## src/rtl/addr_sequencer_v2.sv

```systemverilog
// FM-buffer address sequencer for route/concat and nearest-upsample layers.
// Emits one read address per element and the matching write address RD_LAT cycles later.
module addr_sequencer_v2 #(
    parameter int W_SIZE      = 9,
    parameter int W_CHANNEL   = 10,
    parameter int AW          = 17,
    parameter int MAX_UP_LOG2 = 2,
    parameter int RD_LAT      = 1
) (
    input  logic                 clk,
    input  logic                 rstn,
    input  logic [W_SIZE-1:0]    q_width,
    input  logic [W_SIZE-1:0]    q_height,
    input  logic [W_CHANNEL-1:0] q_channel,
    input  logic [W_CHANNEL-1:0] q_channel_out,
    input  logic [W_CHANNEL-1:0] q_chn_offset,
    input  logic [AW-1:0]        q_rd_base,
    input  logic [AW-1:0]        q_wr_base,
    input  logic                 q_as_mode,
    input  logic [1:0]           q_up_log2,
    input  logic                 q_start,
    input  logic                 q_abort,
    input  logic                 as_rd_rdy,
    output logic                 as_rd_vld,
    output logic [AW-1:0]        as_rd_addr,
    output logic                 as_wr_vld,
    output logic [AW-1:0]        as_wr_addr,
    output logic                 busy,
    output logic                 done
);
    localparam int WD = W_SIZE + MAX_UP_LOG2;

    typedef enum logic [1:0] {IDLE, RUN, DRAIN, EMPTY} state_t;
    state_t state, state_nxt;

    // Handshake: a read beat transfers when as_rd_vld & as_rd_rdy; writes are never stalled.
    logic [W_CHANNEL-1:0] c_last, chn;
    logic [WD-1:0]        wo_last, ho_last, mask, col, row;
    logic [AW-1:0]        c_step, co_step;
    logic [AW-1:0]        rd_row, rd_pix, wr_pix, wr_addr;
    logic [1:0]           s_start;
    logic                 zero_dim, start_ok, accept, last_beat, wr_done;

    logic [RD_LAT-1:0]         dl_vld, dl_last;
    logic [RD_LAT-1:0][AW-1:0] dl_addr;

    always_comb begin
        s_start = 2'd0;
        if (q_as_mode)
            s_start = (q_up_log2 > 2'(MAX_UP_LOG2)) ? 2'(MAX_UP_LOG2) : q_up_log2;
    end

    assign zero_dim  = (q_width == '0) || (q_height == '0) || (q_channel == '0);
    assign start_ok  = (state == IDLE) && q_start && !q_abort;
    assign accept    = (state == RUN) && as_rd_rdy && !q_abort;
    assign last_beat = (chn == c_last) && (col == wo_last) && (row == ho_last);
    assign wr_done   = dl_vld[RD_LAT-1] && dl_last[RD_LAT-1];

    always_ff @(posedge clk or negedge rstn) begin
        if (!rstn) state <= IDLE;
        else       state <= state_nxt;
    end

    always_comb begin
        state_nxt = state;
        if (q_abort) begin
            state_nxt = IDLE;
        end else begin
            case (state)
                IDLE:    if (q_start) state_nxt = zero_dim ? EMPTY : RUN;
                RUN:     if (accept && last_beat) state_nxt = DRAIN;
                DRAIN:   if (wr_done) state_nxt = IDLE;
                EMPTY:   state_nxt = IDLE;
                default: state_nxt = IDLE;
            endcase
        end
    end

    always_comb begin
        as_rd_vld = (state == RUN);
        busy      = (state != IDLE);
        done      = (state == EMPTY) || ((state == DRAIN) && wr_done);
    end

    // Incremental address walk: rd_pix is the current source pixel, rd_row the current source row.
    // Leaving the last pixel of a source row lands exactly on the next source row start.
    always_ff @(posedge clk or negedge rstn) begin
        if (!rstn) begin
            c_last     <= '0;
            wo_last    <= '0;
            ho_last    <= '0;
            mask       <= '0;
            c_step     <= '0;
            co_step    <= '0;
            chn        <= '0;
            col        <= '0;
            row        <= '0;
            rd_row     <= '0;
            rd_pix     <= '0;
            as_rd_addr <= '0;
            wr_pix     <= '0;
            wr_addr    <= '0;
        end else if (start_ok) begin
            c_last     <= q_channel - 1'b1;
            wo_last    <= (WD'(q_width) << s_start) - 1'b1;
            ho_last    <= (WD'(q_height) << s_start) - 1'b1;
            mask       <= (WD'(1) << s_start) - 1'b1;
            c_step     <= AW'(q_channel);
            co_step    <= AW'(q_channel_out);
            chn        <= '0;
            col        <= '0;
            row        <= '0;
            rd_row     <= q_rd_base;
            rd_pix     <= q_rd_base;
            as_rd_addr <= q_rd_base;
            wr_pix     <= q_wr_base + AW'(q_chn_offset);
            wr_addr    <= q_wr_base + AW'(q_chn_offset);
        end else if (accept) begin
            if (chn != c_last) begin
                chn        <= chn + 1'b1;
                as_rd_addr <= as_rd_addr + 1'b1;
                wr_addr    <= wr_addr + 1'b1;
            end else begin
                chn     <= '0;
                wr_pix  <= wr_pix + co_step;
                wr_addr <= wr_pix + co_step;
                if (col != wo_last) begin
                    col <= col + 1'b1;
                    if (((col + 1'b1) & mask) == '0) begin
                        rd_pix     <= rd_pix + c_step;
                        as_rd_addr <= rd_pix + c_step;
                    end else begin
                        as_rd_addr <= rd_pix;
                    end
                end else begin
                    col <= '0;
                    row <= row + 1'b1;
                    if (((row + 1'b1) & mask) == '0) begin
                        rd_row     <= rd_pix + c_step;
                        rd_pix     <= rd_pix + c_step;
                        as_rd_addr <= rd_pix + c_step;
                    end else begin
                        rd_pix     <= rd_row;
                        as_rd_addr <= rd_row;
                    end
                end
            end
        end
    end

    always_ff @(posedge clk or negedge rstn) begin
        if (!rstn) begin
            dl_vld  <= '0;
            dl_last <= '0;
            dl_addr <= '0;
        end else if (q_abort) begin
            dl_vld  <= '0;
            dl_last <= '0;
            dl_addr <= '0;
        end else begin
            dl_vld[0]  <= accept;
            dl_last[0] <= accept && last_beat;
            dl_addr[0] <= wr_addr;
            for (int i = 1; i < RD_LAT; i++) begin
                dl_vld[i]  <= dl_vld[i-1];
                dl_last[i] <= dl_last[i-1];
                dl_addr[i] <= dl_addr[i-1];
            end
        end
    end

    assign as_wr_vld  = dl_vld[RD_LAT-1];
    assign as_wr_addr = dl_addr[RD_LAT-1];

endmodule

```

## config.mk

```make
export PLATFORM = sky130hd
export DESIGN_NAME = addr_sequencer_v2
export DESIGN_NICKNAME = d
export VERILOG_FILES = /design/src/rtl/addr_sequencer_v2.sv
export SDC_FILE = /design/constraint.sdc
export NUM_CORES = 1
export LEC_CHECK = 0
export CORE_MARGIN = 2
export CORE_UTILIZATION = 45
export DETAILED_ROUTE_END_ITERATION = 12
export PLACE_DENSITY = 0.65
export SLEW_MARGIN = 20
export SYNTH_ARGS = -nofsm -noshare
export SYNTH_HDL_FRONTEND = slang
export SYNTH_SLANG_ARGS = --single-unit
```

## constraint.sdc

```tcl
create_clock -name clk -period 8.01 [get_ports clk]
set_input_delay 2.0025 -clock clk [delete_from_list [all_inputs] [get_ports clk]]
set_output_delay 2.0025 -clock clk [all_outputs]
set_load 0.01 [all_outputs]
```

==> key figures, run 1 <==
Critical path
  – CP max stage delay: 0.84 ns
  – Crit path depth: 10
  – Required @ worst endpoint: 8.39 ns
  – Worst Path Arrival: 5.62 ns
  – Crit start category: input port
  – CP Capture Type: flip-flop
  – Critical setup path kind: input port to flip-flop
  – Crit-path slowest cell: nand2_1
  – Crit path buffers/inverters: 4
  – CP top delay family: buffers and inverters
  – Crit Reg-Reg Startpoint: col[9]
  – CP max FO: 27
  – Worst r2r dst: rd_row[13]
  – Reg2Reg Depth: 8
  – Crit path cell chain: clkdlybuf4s50_1 > buf_4 > nor2_1 > nand3_1 > buf_4 > clkinv_1 > nand2_1 > nor2_1 > a221oi_2 > o211a_1
  – Setup slack, reg-to-reg: 4.26 ns

Timing
  – Fmax: 191 MHz
  – Max-slew violations: 0
  – Slew headroom: 33.1%
  – Fin Clk Skew: 0.0149 ns
  – # setup viols final: 0
  – Final period utilization: 65.4%
  – RSZ-0062 raised after global routing: no
  – Setup_tns: 0 ns
  – Setup WS post-layout: 2.77 ns
  – Minimum clock period: 5.24 ns
  – Final count of hold timing violations: 0
  – Worst-margin pin slew: 1.00 ns

Logic synthesis
  – EDFF count, synth: 0
  – Post-synthesis adder-cell area fraction: 4.23%
  – Top cells by area, synth: dfrtp_1, nand2_1, xnor2_1
  – Area share of the largest cell type after synthesis: 38.7%
  – Xor and xnor area share after synthesis: 8.58%
  – Post-synth cell types: 84
  – Synth Flop Type: dfrtp_1
  – FF+latch count, synth: 196
  – Cell taking the most area after synthesis: dfrtp_1
  – Mux contribution to synthesized area: 2.84%
  – Synth Instances: 1498
  – Compound-Gate Fraction of Synth Area: 20.0%
  – Syn nets: 1629
  – Mean Syn Cell Area: 8.45 um^2
  – Ys async rst share: 100%
  – Synth Warn #: 0
  – Post-synthesis sequential area ratio: 38.7%
  – Largest family of logic cells by synthesized area: simple AND/OR/NAND/NOR gates
  – Simple-gate share of the synthesized area: 22.3%
  – Synthesized cell area: 12700 um^2

Power and ir drop
  – Leakage: 6.22 nW
  – PwrDens: 232 nW/um^2
  – Max VDD drop: 0.151 mV

Route
  – Metal3 WL: 2140 um
  – Drt pass-1 iters: 7
  – Vias per cell: 5.92
  – Met2 WL: 16800 um
  – DRC: 0
  – Initial DRC count: 982
  – Max Used Layer: met4
  – Final wirelength: 37600 um
  – DRT antenna net count: 0
  – Wl on met1: 17900 um
  – Wire length per cell: 19.1 um
  – DR vias: 11700

CTS
  – Post-cts resize count: 0
  – Cts bufs inserted: 17
  – Root buf cell: clkbuf_16
  – CTS sink count: 196
  – Max Buffers Root-to-Sink: 2
  – H-tree levels: 4
  – CTS tree: done
  – Hold_buf cts: 0
  – CTS clk-pin slew, worst paths: 0.08 ns
  – Setup Fix Bufs, Post-CTS: 0
  – Skew-Pair Late Insertion Delay: 0.45 ns

Floorplanning
  – Die H: 172 um
  – Initial core utilization: 45.6%
  – Num rows: 61
  – Core footprint: 27800 um^2
  – I/O pins: 128
  – Die width: 172 um
  – Die area: 29500 um^2

Min path
  – Min-delay src: c_step[0]
  – Hold EP: c_step[0]
  – Hold Path Class: flip-flop to flip-flop
  – Hold path depth: 2

Global routing
  – GRT Total Usage: 26.0%
  – Grt total ovfl: 0
  – Vias in the first global route: 11000
  – Initial antenna violation count: 0
  – Largest net degree at the start of global routing: 80
  – First-pass GRT wire length: 60000 um

Layout
  – Final Util: 53.4%
  – Commonest cells after routing, fill and taps aside: nand2_1, dfrtp_1, nor2_1
  – Layout Nets: 1715
  – Ratio of cells with drive above 1 in the final layout: 5.32%
  – P&R area growth vs syn: 17.1%
  – N_diodes: 0
  – Most common cell after layout, fill and taps aside: nand2_1

Placed design
  – Post-DP HPWL: 26900 um
  – Place WS: 2.41 ns
  – RD Place Congestion: 0.886
  – Number of I/O port buffers: 127

Outcome
  – Status: completed

Flow run
  – # Max-Cap Violations: 0
## worst min-delay path, delay by kind of cell, from the launching register on
family / cells / cell delay [ns]
flops: 1 / 0.35
compound gates: 1 / 0.06
simple gates: 1 / 0.05
## cells by family after synthesis
logic type,count (synthesis)
simple gates,607
buf+inv,100
fa+ha+maj,41
mux,35
compound gates,395
xor+xnor,124
flops,196
## through the flow
stage	instance area, um^2	cells	hold slack [ns]	power, W
finish	14800	1975	0.490	0.00344
global route	14800	1975	0.530	0.00364
CTS	14800	1975	0.497	0.00344
detailed placement	14200	1943	0.474	0.00253
global placement	14200	1943	0.470	0.00250
floorplan	12700	1498	0.449	0.00214
## power breakdown
part           switching [W]  internal, W  total, W
Sequential          0.000195      0.00118   0.00137
Combinational       0.000631     0.000535   0.00117
Clock               0.000427     0.000478  0.000904
## state kept, by name (all words and copies together), names as in the netlist, 11 cells and up
signal      flops
rd_pix         17
rd_row         17
row            11
as_wr_addr     17
wr_pix         17
as_rd_addr     17
col            11
wr_addr        17
ho_last        11
wo_last        11
## layout make-up
cell class                 instances  area, um^2
tap                              378         473
clock inverter                    14         163
clock buffer                      18         439
inverter                          22        82.6
fill                            2601       12900
multi-input combinational       1202        7360
sequential                       196        4900
timing repair buffer             145        1410
## metal layers
layer	vias up	track usage (%)
met5	-	0
met2	405	39.3
met1	5689	38.8
met3	51	3.15
met4	0	7.71
li1	5551	-
## cells in the mapped netlist (19+ instances only)
master	number
xor2_1	46
xnor2_1	78
nor2_1	161
and3_1	23
nor3_1	41
nor2b_1	23
a211oi_1	21
clkbuf_1	45
inv_1	19
nand2_1	207
a21oi_1	86
o21ai_0	121
dfrtp_1	196
nand4_1	20
o22ai_1	24
a31oi_1	24
mux2i_1	28
nand3_1	62
ha_1	38
## worst max path at each step
stage,startpoint,end
6_report,q_abort,as_rd_addr[3]
3_3_place_gp,q_abort,as_rd_addr[3]
3_5_place_dp,q_abort,as_rd_addr[3]
5_1_grt,q_abort,as_rd_addr[6]
4_1_cts,q_abort,as_rd_addr[3]
2_1_floorplan,q_up_log2[1],ho_last[10]
Note: power is estimated with default switching activity, not from simulation.
==> inputs of run 2 (changes only) <==
Settings changed: PLACE_DENSITY 0.65 to 0.68.
Clock period 8.01 ns to 4.4 ns, I/O delays scaled along.
==> run 2 against run 1 <==
Against the previous run: hold slack improved by 0.0026 ns; final cell count rose by 0.71%; first-iteration DRC count rose by 5.3%; core utilization rose by 0.32 points; sequential power rose by 80%; non-clock buffer count rose by 15; global-route usage fell by 0.40 points; sequential share of layout area fell by 0.20 points; critical path depth did not move; critical path type unchanged; critical endpoint is now wr_addr[9]; largest cell class unchanged; largest power group unchanged.
==> key figures, run 2 (synthesized netlist as in run 1, its figures left out) <==
CTS
  – Cts bufs inserted: 17 (unchanged)
  – Setup Fix Bufs, Post-CTS: 0 (unchanged)
  – H-tree levels: 4 (unchanged)
  – Skew-Pair Late Insertion Delay: 0.45 ns (about the same)
  – Hold_buf cts: 0 (unchanged)
  – Root buf cell: clkbuf_16
  – Post-cts resize count: 0 (unchanged)
  – CTS tree: done
  – CTS clk-pin slew, worst paths: 0.08 ns (about the same)
  – Max Buffers Root-to-Sink: 2 (unchanged)
  – CTS sink count: 196 (unchanged)

Layout
  – Most common cell after layout, fill and taps aside: nand2_1
  – Commonest cells after routing, fill and taps aside: nand2_1, dfrtp_1, nor2_1
  – N_diodes: 0 (unchanged)
  – P&R area growth vs syn: 17.8%
  – Layout Nets: 1730 (+0.87%)
  – Final Util: 53.7% (+0.32 points)
  – Fillers: 2685 (+3.2%)
  – Ratio of cells with drive above 1 in the final layout: 6.08% (+0.76 points)
  – Final instance area: 14900 um^2 (+0.60%)

Global routing
  – GRT Total Usage: 25.6% (-0.40 points)
  – Vias in the first global route: 11200 (+2.4%)
  – First-pass GRT wire length: 59600 um (-0.65%)
  – Initial antenna violation count: 0 (unchanged)
  – Largest net degree at the start of global routing: 89 (+11%)
  – Grt total ovfl: 0 (unchanged)

Power and ir drop
  – Sw Ratio: 36.9% (+0.51 points)
  – Comb power frac: 34.6% (+0.7 points)
  – Switching Power: 0.00227 W (+81%)
  – Max VDD drop: 0.261 mV (+73%)
  – Leakage: 6.28 nW (+1.1%)
  – Flop pwr share: 40.3% (+0.5 points)
  – Clock share of power: 25.1% (-1.2 points)
  – Pint: 0.00388 W (+77%)
  – PwrDens: 412 nW/um^2 (+77%)

Route
  – Drt pass-1 iters: 6 (-1)
  – Vias per cell: 5.91 (-0.13%)
  – DRC: 0 (unchanged)
  – Wire length per cell: 18.6 um (-2.4%)
  – DRT antenna net count: 0 (unchanged)
  – Initial DRC count: 1034 (+5.3%)
  – DR vias: 11800 (+0.58%)
  – Final wirelength: 37000 um (-1.8%)

Floorplanning
  – Die width: 172 um (unchanged)
  – Die H: 172 um (unchanged)
  – I/O pins: 128 (unchanged)
  – Die area: 29500 um^2 (unchanged)
  – Num rows: 61 (unchanged)
  – Initial core utilization: 45.6% (unchanged)
  – Core footprint: 27800 um^2 (unchanged)

Critical path
  – Required @ worst endpoint: 4.78 ns (-3.61 ns)
  – CP max FO: 4 (-85%)
  – CP Capture Type: flip-flop
  – Critical setup path kind: input port to flip-flop
  – Worst Path Arrival: 4.06 ns (-1.56 ns)
  – Crit start category: input port

Timing
  – # setup viols final: 0 (unchanged)
  – Fin Clk Skew: 0.0153 ns (+0.000372 ns)
  – Final count of hold timing violations: 0 (unchanged)
  – Setup_tns: 0 ns (unchanged)
  – Worst-margin pin slew: 1.20 ns (+0.203 ns)
  – Fmax: 271 MHz
  – Final period utilization: 83.8%
  – RSZ-0062 raised after global routing: no
  – Minimum clock period: 3.69 ns
  – Slew headroom: 18.5% (-15 points)
  – Max-slew violations: 0 (unchanged)

Placed design
  – Post-DP HPWL: 26800 um (-0.23%)
  – Area post-placement: 14400 um^2 (+0.97%)
  – RD Place Congestion: 0.894 (+0.96%)
  – Number of I/O port buffers: 127 (unchanged)

Min path
  – Hold Path Class: flip-flop to flip-flop

Outcome
  – Status: completed

Flow run
  – # Max-Cap Violations: 0 (unchanged)
[run 2: cell types whose count changed in the layout (fill, tap and decap cells not counted)]
cell        change
clkinvlp_4      -1
clkinv_8        +1
o311ai_1        +1
inv_8           +4
inv_6           -2
bufinv_16       -2
buf_6           -1
buf_12          +2
buf_4          +14
o311ai_2        -1
clkbuf_8        -1
[run 2: layer usage]
metal | vias up | track usage, % | wire length [um] | part of all wire [%]
li1 | 5589 | - | - | -
met1 | 5714 | 37.2 | 17300 | 47
met2 | 400 | 39.4 | 16800 | 45
met3 | 61 | 3.70 | 2190 | 5.9
met4 | 0 | 7.93 | 693 | 1.9
met5 | - | 0 | 0 | 0
[run 2: per-stage QoR]
| step | worst slack (ns) | total power (W) | hold slack (ns) | std cells |
|---|---|---|---|---|
| after floorplan | 1.16 | 0.00390 | 0.449 | 1498 |
| after global placement | 0.412 | 0.00455 | 0.472 | 1958 |
| after detailed placement | 0.326 | 0.00461 | 0.478 | 1958 |
| after CTS | 0.750 | 0.00614 | 0.499 | 1989 |
| after global routing | 0.507 | 0.00652 | 0.516 | 1989 |
| final | 0.714 | 0.00614 | 0.492 | 1989 |
[run 2: layout make-up]
type / instances / area [um^2] / area share (%)
Sequential cell: 196 / 4900 / 32.9
Clock inverter: 14 / 139 / 0.931
Tap cell: 378 / 473 / 3.17
Inverter: 22 / 82.6 / 0.553
Multi-Input combinational cell: 1202 / 7350 / 49.3
Timing Repair Buffer: 160 / 1550 / 10.4
Clock buffer: 17 / 425 / 2.85
[run 2: power groups by stage]
| stage | clock (W) | combinational [W] | sequential [W] |
|---|---|---|---|
| 2_1_floorplan | 0 | 0.00148 | 0.00242 |
| 3_3_place_gp | 0 | 0.00206 | 0.00249 |
| 3_5_place_dp | 0 | 0.00211 | 0.00250 |
| 4_1_cts | 0.00155 | 0.00212 | 0.00247 |
| 5_1_grt | 0.00162 | 0.00237 | 0.00253 |
| 6_report | 0.00154 | 0.00213 | 0.00247 |
[run 2: worst paths after layout]
path / start / end / slack (ns) / depth (start not counted)
min reg2reg: rd_row[10] / rd_row[10] / 0.49 / 2
min: rd_row[10] / rd_row[10] / 0.49 / 2
min in group asynchronous: rstn / ho_last[6] / 0.69 / 1
max: q_chn_offset[1] / wr_addr[9] / 0.71 / 10
max reg2reg: c_step[0] / rd_pix[16] / 1.07 / 10
max in group asynchronous: rstn / co_step[2] / 2.77 / 2
[run 2: critical path, stage by stage]
cell and delay [ns]:
clkdlybuf4s50_1 0.47, ha_1 0.32, a21o_1 0.18, a21o_1 0.21, a2111oi_0 0.64, o31ai_1 0.24, nand3_1 0.20, nor3b_1 0.37
o31a_1 0.19, o32a_1 0.14
